<file path="src/rtl/mmio_io_controller_if.sv">
// CPU data-port bus between the core and the MMIO controller.
// master = CPU/memory side, slave = controller side.
interface mmio_io_controller_if;
  logic [31:0] addr;
  logic [31:0] wdata;
  logic        write;
  logic [31:0] mem_rdata;
  logic        mem_write;
  logic [31:0] rdata;

  modport master (
    output addr, wdata, write, mem_rdata,
    input  rdata, mem_write
  );

  modport slave (
    input  addr, wdata, write, mem_rdata,
    output rdata, mem_write
  );
endinterface

</file>
<file path="src/rtl/mmio_io_controller.sv">
// MMIO controller: data memory below IO_BASE, synced inputs, outputs, flags.
// Optional feature macro: SEG7_EN adds seg_out 7-seg decoders.
module mmio_io_controller #(
  parameter int ADDR_BITS = 8,
  parameter int IO_BASE   = 'hA0,
  parameter int N_IN      = 2,
  parameter int IN_W      = 5,
  parameter int N_OUT     = 3,
  parameter int OUT_W     = 14
) (
  input  logic                   clock,
  input  logic                   reset_bar,
  mmio_io_controller_if.slave    bus,
  input  logic [N_IN*IN_W-1:0]   io_in,
  output logic [N_OUT*OUT_W-1:0] io_out,
  output logic                   irq
`ifdef SEG7_EN
  ,
  output logic [N_OUT*14-1:0]    seg_out
`endif
);

  localparam int AW = ADDR_BITS;
  localparam logic [AW-1:0] BASE = AW'(IO_BASE);
  localparam int W_OUT  = 8;
  localparam int W_STAT = 16;
  localparam int W_MASK = 17;

  logic [AW-1:0] a;
  logic [AW-1:0] off;
  logic [AW-3:0] widx;
  logic          mem_sel;
  logic          io_wr;
  logic [31:0]   rd_io;

  logic [N_IN*IN_W-1:0]   s1_q, s1_d;
  logic [N_IN*IN_W-1:0]   s2_q, s2_d;
  logic [N_IN*IN_W-1:0]   prev_q, prev_d;
  logic [N_IN-1:0]        stat_q, stat_d;
  logic [N_IN-1:0]        mask_q, mask_d;
  logic [N_IN-1:0]        chg, w1c;
  logic [N_OUT*OUT_W-1:0] out_q, out_d;
  logic                   irq_q, irq_d;

  logic unused_bits;
  assign unused_bits = ^{bus.addr[31:AW], bus.addr[1:0],
                         bus.wdata, off[1:0]};

  assign a       = {bus.addr[AW-1:2], 2'b00};
  assign mem_sel = a < BASE;
  assign off     = a - BASE;
  assign widx    = off[AW-1:2];
  assign io_wr   = bus.write & ~mem_sel;

  assign bus.mem_write = bus.write & mem_sel;
  assign bus.rdata     = mem_sel ? bus.mem_rdata : rd_io;
  assign io_out        = out_q;
  assign irq           = irq_q;

  // Next state: sync chain, register writes, sticky flags, irq.
  always_comb begin
    s1_d   = io_in;
    s2_d   = s1_q;
    prev_d = s2_q;
    out_d  = out_q;
    mask_d = mask_q;
    w1c    = '0;
    chg    = '0;
    for (int k = 0; k < N_IN; k++)
      chg[k] = s2_q[k*IN_W +: IN_W] != prev_q[k*IN_W +: IN_W];
    for (int k = 0; k < N_OUT; k++)
      if (io_wr && int'(widx) == W_OUT + k)
        out_d[k*OUT_W +: OUT_W] = bus.wdata[OUT_W-1:0];
    if (io_wr && int'(widx) == W_MASK)
      mask_d = bus.wdata[N_IN-1:0];
    if (io_wr && int'(widx) == W_STAT)
      w1c = bus.wdata[N_IN-1:0];
    stat_d = chg | (stat_q & ~w1c);
    irq_d  = |(stat_q & mask_q);
  end

  // I/O register read mux; unmapped offsets read as zero.
  always_comb begin
    rd_io = '0;
    for (int k = 0; k < N_IN; k++)
      if (int'(widx) == k)
        rd_io = 32'(s2_q[k*IN_W +: IN_W]);
    for (int k = 0; k < N_OUT; k++)
      if (int'(widx) == W_OUT + k)
        rd_io = 32'(out_q[k*OUT_W +: OUT_W]);
    if (int'(widx) == W_STAT)
      rd_io = 32'(stat_q);
    if (int'(widx) == W_MASK)
      rd_io = 32'(mask_q);
  end

  // State registers, all cleared by the async reset.
  always_ff @(posedge clock or negedge reset_bar) begin
    if (!reset_bar) begin
      s1_q   <= '0;
      s2_q   <= '0;
      prev_q <= '0;
      stat_q <= '0;
      mask_q <= '0;
      out_q  <= '0;
      irq_q  <= 1'b0;
    end else begin
      s1_q   <= s1_d;
      s2_q   <= s2_d;
      prev_q <= prev_d;
      stat_q <= stat_d;
      mask_q <= mask_d;
      out_q  <= out_d;
      irq_q  <= irq_d;
    end
  end

`ifdef SEG7_EN
  function automatic logic [6:0] seg7(input logic [3:0] d);
    logic [6:0] s;
    case (d)
      4'd0:    s = 7'b0111111;
      4'd1:    s = 7'b0000110;
      4'd2:    s = 7'b1011011;
      4'd3:    s = 7'b1001111;
      4'd4:    s = 7'b1100110;
      4'd5:    s = 7'b1101101;
      4'd6:    s = 7'b1111101;
      4'd7:    s = 7'b0000111;
      4'd8:    s = 7'b1111111;
      4'd9:    s = 7'b1101111;
      default: s = 7'b0000000;
    endcase
    return ~s;
  endfunction

  // Two active-low digits of (out_k mod 100) per output channel.
  always_comb begin
    seg_out = '1;
    for (int k = 0; k < N_OUT; k++) begin
      logic [31:0] v;
      v = 32'(out_q[k*OUT_W +: OUT_W]) % 32'd100;
      seg_out[k*14 +: 7]   = seg7(4'(v % 32'd10));
      seg_out[k*14+7 +: 7] = seg7(4'(v / 32'd10));
    end
  end
`endif

endmodule

</file>
<file path="src/flat_wrapper.sv">
// flat-port wrapper written by rule: the top's interface ports become plain ports
module mmio_io_controller_flat 
#(
  parameter int ADDR_BITS = 8,
  parameter int IO_BASE   = 'hA0,
  parameter int N_IN      = 2,
  parameter int IN_W      = 5,
  parameter int N_OUT     = 3,
  parameter int OUT_W     = 14
)
  (clock, reset_bar, io_in, io_out, irq, bus_addr, bus_wdata, bus_write, bus_mem_rdata, bus_rdata, bus_mem_write);
  mmio_io_controller_if bus_i ();
  input  logic clock;
  input  logic reset_bar;
  input  logic [N_IN*IN_W-1:0] io_in;
  output logic [N_OUT*OUT_W-1:0] io_out;
  output logic irq;
  input wire logic [$bits(bus_i.addr)-1:0] bus_addr;
  input wire logic [$bits(bus_i.wdata)-1:0] bus_wdata;
  input wire logic [$bits(bus_i.write)-1:0] bus_write;
  input wire logic [$bits(bus_i.mem_rdata)-1:0] bus_mem_rdata;
  output wire logic [$bits(bus_i.rdata)-1:0] bus_rdata;
  output wire logic [$bits(bus_i.mem_write)-1:0] bus_mem_write;
  assign bus_i.addr = bus_addr;
  assign bus_i.wdata = bus_wdata;
  assign bus_i.write = bus_write;
  assign bus_i.mem_rdata = bus_mem_rdata;
  assign bus_rdata = bus_i.rdata;
  assign bus_mem_write = bus_i.mem_write;
  mmio_io_controller #(.ADDR_BITS(ADDR_BITS), .IO_BASE(IO_BASE), .N_IN(N_IN), .IN_W(IN_W), .N_OUT(N_OUT), .OUT_W(OUT_W)) u_core (.clock(clock), .reset_bar(reset_bar), .bus(bus_i), .io_in(io_in), .io_out(io_out), .irq(irq));
endmodule
</file>
<file path="config.mk">
export PLATFORM = sky130hd
export DESIGN_NAME = mmio_io_controller_flat
export DESIGN_NICKNAME = d
export VERILOG_FILES = /design/src/rtl/mmio_io_controller_if.sv /design/src/rtl/mmio_io_controller.sv /design/src/flat_wrapper.sv
export SDC_FILE = /design/constraint.sdc
export NUM_CORES = 1
export LEC_CHECK = 0
export CAP_MARGIN = 20
export CORE_MARGIN = 2
export CORE_UTILIZATION = 25
export CTS_CLUSTER_DIAMETER = 150
export DETAILED_ROUTE_END_ITERATION = 8
export HOLD_SLACK_MARGIN = 0.15
export PLACE_DENSITY_LB_ADDON = 0.15
export SYNTH_ARGS = -nofsm -noshare
export SYNTH_HDL_FRONTEND = slang
export SYNTH_SLANG_ARGS = --single-unit
</file>
<file path="constraint.sdc">
create_clock -name clock -period 2.4 [get_ports clock]
set_input_delay 0.48 -clock clock [delete_from_list [all_inputs] [get_ports clock]]
set_output_delay 0.48 -clock clock [all_outputs]
set_load 0.05 [all_outputs]
</file>
==> results.ini <==
[logic_synthesis]
synth.avg_cell_area_um2 = 12.21
synth_top_cell_area_share_pct = 55.76
ys_types = 40
yosysSeqAreaShare_pct = 55.76
synth_top_cell_by_area = dfrtp_1
synthTopCellsByArea = dfrtp_1 56%, mux2_2 11%, mux2i_1 3.5%
synth_seq_cells = 77
synth_warnings = 0
syn_nets = 393
synthCells = 283
syn-cell-area_mm2 = 0.003456

[status]
status = complete, but fails checks
violations = negative setup slack

[pwr]
total_power_mw = 4.045
leakage_nw = 2.807
ir_drop_uv = 270.1
p_per_area_mw_per_mm2 = 627.3

[setup_path]
endpoint_kind = output pin
cp_data_required_time_ns = 1.92
critPathMaxStageDelay_ns = 0.22
reg2reg_slack_ns = 1.23
path_cells = buf_8 -> inv_8 -> ha_4 -> xnor2_4 -> buf_6 -> nor3b_4 -> nand3b_1 -> a2bb2oi_2 -> o31ai_4 -> buf_12
cp-startpoint = bus_addr[5]
rr_endpoint = u_core.stat_q[1]
worst-path-buf-inv = 4
r2r_cells = 3
crit_family = buffers and inverters
critPathSlowestCell = nor3b_4
cp_max_fo = 3
setup.worst_path.class = in2out
crit_arrival_ns = 2.02
r2r-start = u_core.prev_d[6]
startpoint_type = input pin

[worst_hold_path]
worstHoldStart = u_core.s1_q[8]
worstHoldPathCells = 0
worstHoldEndpoint = u_core.prev_d[8]
worstHoldPathType = reg2reg

[floorplan]
io_pins = 185
rows = 42
start_util_pct = 25.89
die_width_um = 121.6
die-area_mm2 = 0.01478
core_mm2 = 0.01335
die_y_um = 121.6

[timing]
fin_crit_sh_pct = 104.4
rsz0062_at_grt = true
hold_slack_ns = 0.3448
finalHoldViolations = 0
drv_slew = 0
relSlewSlack_pct = 63.40
setup_viol = 5
tns_ns = -0.3998
fmaxAchievable_mhz = 399.2
skew_ns = 0.006236
timing.final.crit_period_ns = 2.505
worst_slew_pin_slew_ns = 0.5472
fin_ws_ns = -0.1050

[routing]
wl_met3_um = 667
viasPerCell = 4.514
vias = 2943
drtIter0Drc = 98
drtPass1Iterations = 6
wl_per_cell_um = 17.07
drc = 0
routed_wirelength_um = 11130
met2WireLength_um = 5166
ant_nets = 0
wl_met1_um = 5058
topRoutingLayerUsed = met4

[clock_tree]
cts_tree = done
clk_pin_slew_ns = 0.06
cts-buffers-inserted = 9
htree_levels = 3
clockRootBuffer = clkbuf_16
clockBufferDepth = 2
clock_latency_ns = 0.33
cts_sinks = 77

[layout]
final_area_mm2 = 0.006447
finalNonFillerCells = 652
final_nets = 581
num_antenna_cells = 0
syn_to_final_growth_pct = 86.57
register_area_mm2 = 0.001927
multi_input_area_mm2 = 0.001782
n_fill_cell = 1249
drive_above_1_share_pct = 38.87

[place]
placed_cell_area_mm2 = 0.005901
portBuffers = 140
dp_cells = 630
place_hpwl_um = 8437
gp_congestion = 0.7725

[run]
max_cap_violations = 0

[grt]
grt_max_degree = 49
grtUsageTotal_pct = 15.39
antenna_found_initial = 0
grt_pass1_wl_um = 17410
grt_pass1_vias = 3190
grt_overflow = 0

-- where the power goes --
part           leakage [nW]  switching [mW]  internal (mW)
clock                 0.146           0.524          0.914
sequential            0.983          0.0693           1.39
combinational          1.68           0.620          0.529
total                  2.81            1.21           2.83
-- cells in the mapped netlist --
| master | number |
|---|---|
| nor2_1 | 6 |
| o2bb2ai_1 | 2 |
| ha_1 | 1 |
| dfrtp_1 | 77 |
| nand2b_1 | 1 |
| nor3_1 | 5 |
| mux2_1 | 10 |
| o211ai_1 | 2 |
| mux2_2 | 34 |
| and2_1 | 19 |
| nor2b_1 | 5 |
| nor3b_2 | 1 |
| buf_2 | 2 |
| o21ai_1 | 1 |
| a31oi_1 | 3 |
| a211oi_1 | 3 |
| a2111o_1 | 2 |
| nand4_1 | 1 |
| xor2_1 | 4 |
| nand2_1 | 18 |
| nand3_1 | 5 |
| o21a_1 | 1 |
| or4_1 | 2 |
| a21oi_1 | 3 |
| o22ai_1 | 1 |
| buf_6 | 1 |
| o311a_1 | 1 |
| o21ai_0 | 16 |
| clkbuf_1 | 10 |
| o31ai_1 | 3 |
| inv_1 | 5 |
| xnor2_1 | 7 |
| buf_1 | 2 |
| nor4_1 | 1 |
| a22o_1 | 10 |
| or2_2 | 2 |
| nand3b_1 | 1 |
| nor4b_2 | 1 |
| mux2i_1 | 12 |
| a2bb2oi_1 | 2 |
-- per-stage QoR --
stage               utilization, %  setup WS [ns]
floorplan                        -        -0.2920
finish                       48.30        -0.1050
global route                 48.30        -0.1611
detailed placement           44.21        -0.7789
global placement             44.21        -0.7570
CTS                          47.87        -0.1371
-- per-layer routing --
metal | global-route usage (%) | vias to the layer above
met5 | 0 | -
met2 | 24.75 | 98
met3 | 3.464 | 17
met4 | 6.034 | 0
met1 | 20.21 | 1435
li1 | - | 1393
-- timing repair --
action,4_1_cts,5_1_grt
pin swaps,13,12
endpoints found under the setup margin,65,14
endpoints found under the hold margin,29,0
resized for setup,50,12
setup buffers,4,1
hold buffers,1,0
-- worst max-delay path by stage --
stage          slack [ns]  cells after the start            to
2_1_floorplan       -0.29                      8  bus_rdata[0]
3_3_place_gp        -0.76                      9  bus_rdata[0]
3_5_place_dp        -0.78                      9  bus_rdata[1]
4_1_cts             -0.14                     10  bus_rdata[2]
5_1_grt             -0.16                      9  bus_rdata[0]
6_report            -0.10                     10  bus_rdata[4]
-- logic make-up (layout without fill, tap and decap cells) --
kind of cell / Yosys count / after routing / synth area share, %
AOI/OAI and AO/OA: 50 / 50 / 10.07
xor gates and xnor gates: 11 / 11 / 2.788
adders and majority gates: 1 / 1 / 0.3620
buffers and inverters: 20 / 213 / 2.462
DFF: 77 / 77 / 55.76
muxes: 56 / 56 / 17.81
and+or+nand+nor: 68 / 68 / 10.75
-- cells in the final DEF, fill, tap and decap left out, drive strengths merged, types with 4 or more instances in the layout --
cell type	count
xnor2	7
mux2	44
and2	19
inv	6
nand2	18
nor2	6
o21ai	17
mux2i	12
clkbuf	11
a22o	10
buf	87
dfrtp	77
xor2	4
clkdlybuf4s50	100
nor3	5
nand3	5
nor2b	5
-- registers in the layout, indices dropped and copies added (netlist names) --
name and cells:
u_core.io_out 42, u_core.irq 1, u_core.mask_q 2, u_core.prev_d 10, u_core.prev_q 10, u_core.s1_q 10, u_core.stat_q 2
-- cell type report --
class | instances | share of cell area, %
Clock inverter | 5 | 1.300
Timing Repair Buffer | 192 | 33.75
Sequential cell | 77 | 29.89
Clock buffer | 11 | 3.610
Inverter | 5 | 0.4075
Tap cell | 176 | 3.415
Multi-Input combinational cell | 186 | 27.63
Note: power is estimated with default switching activity, not from simulation.
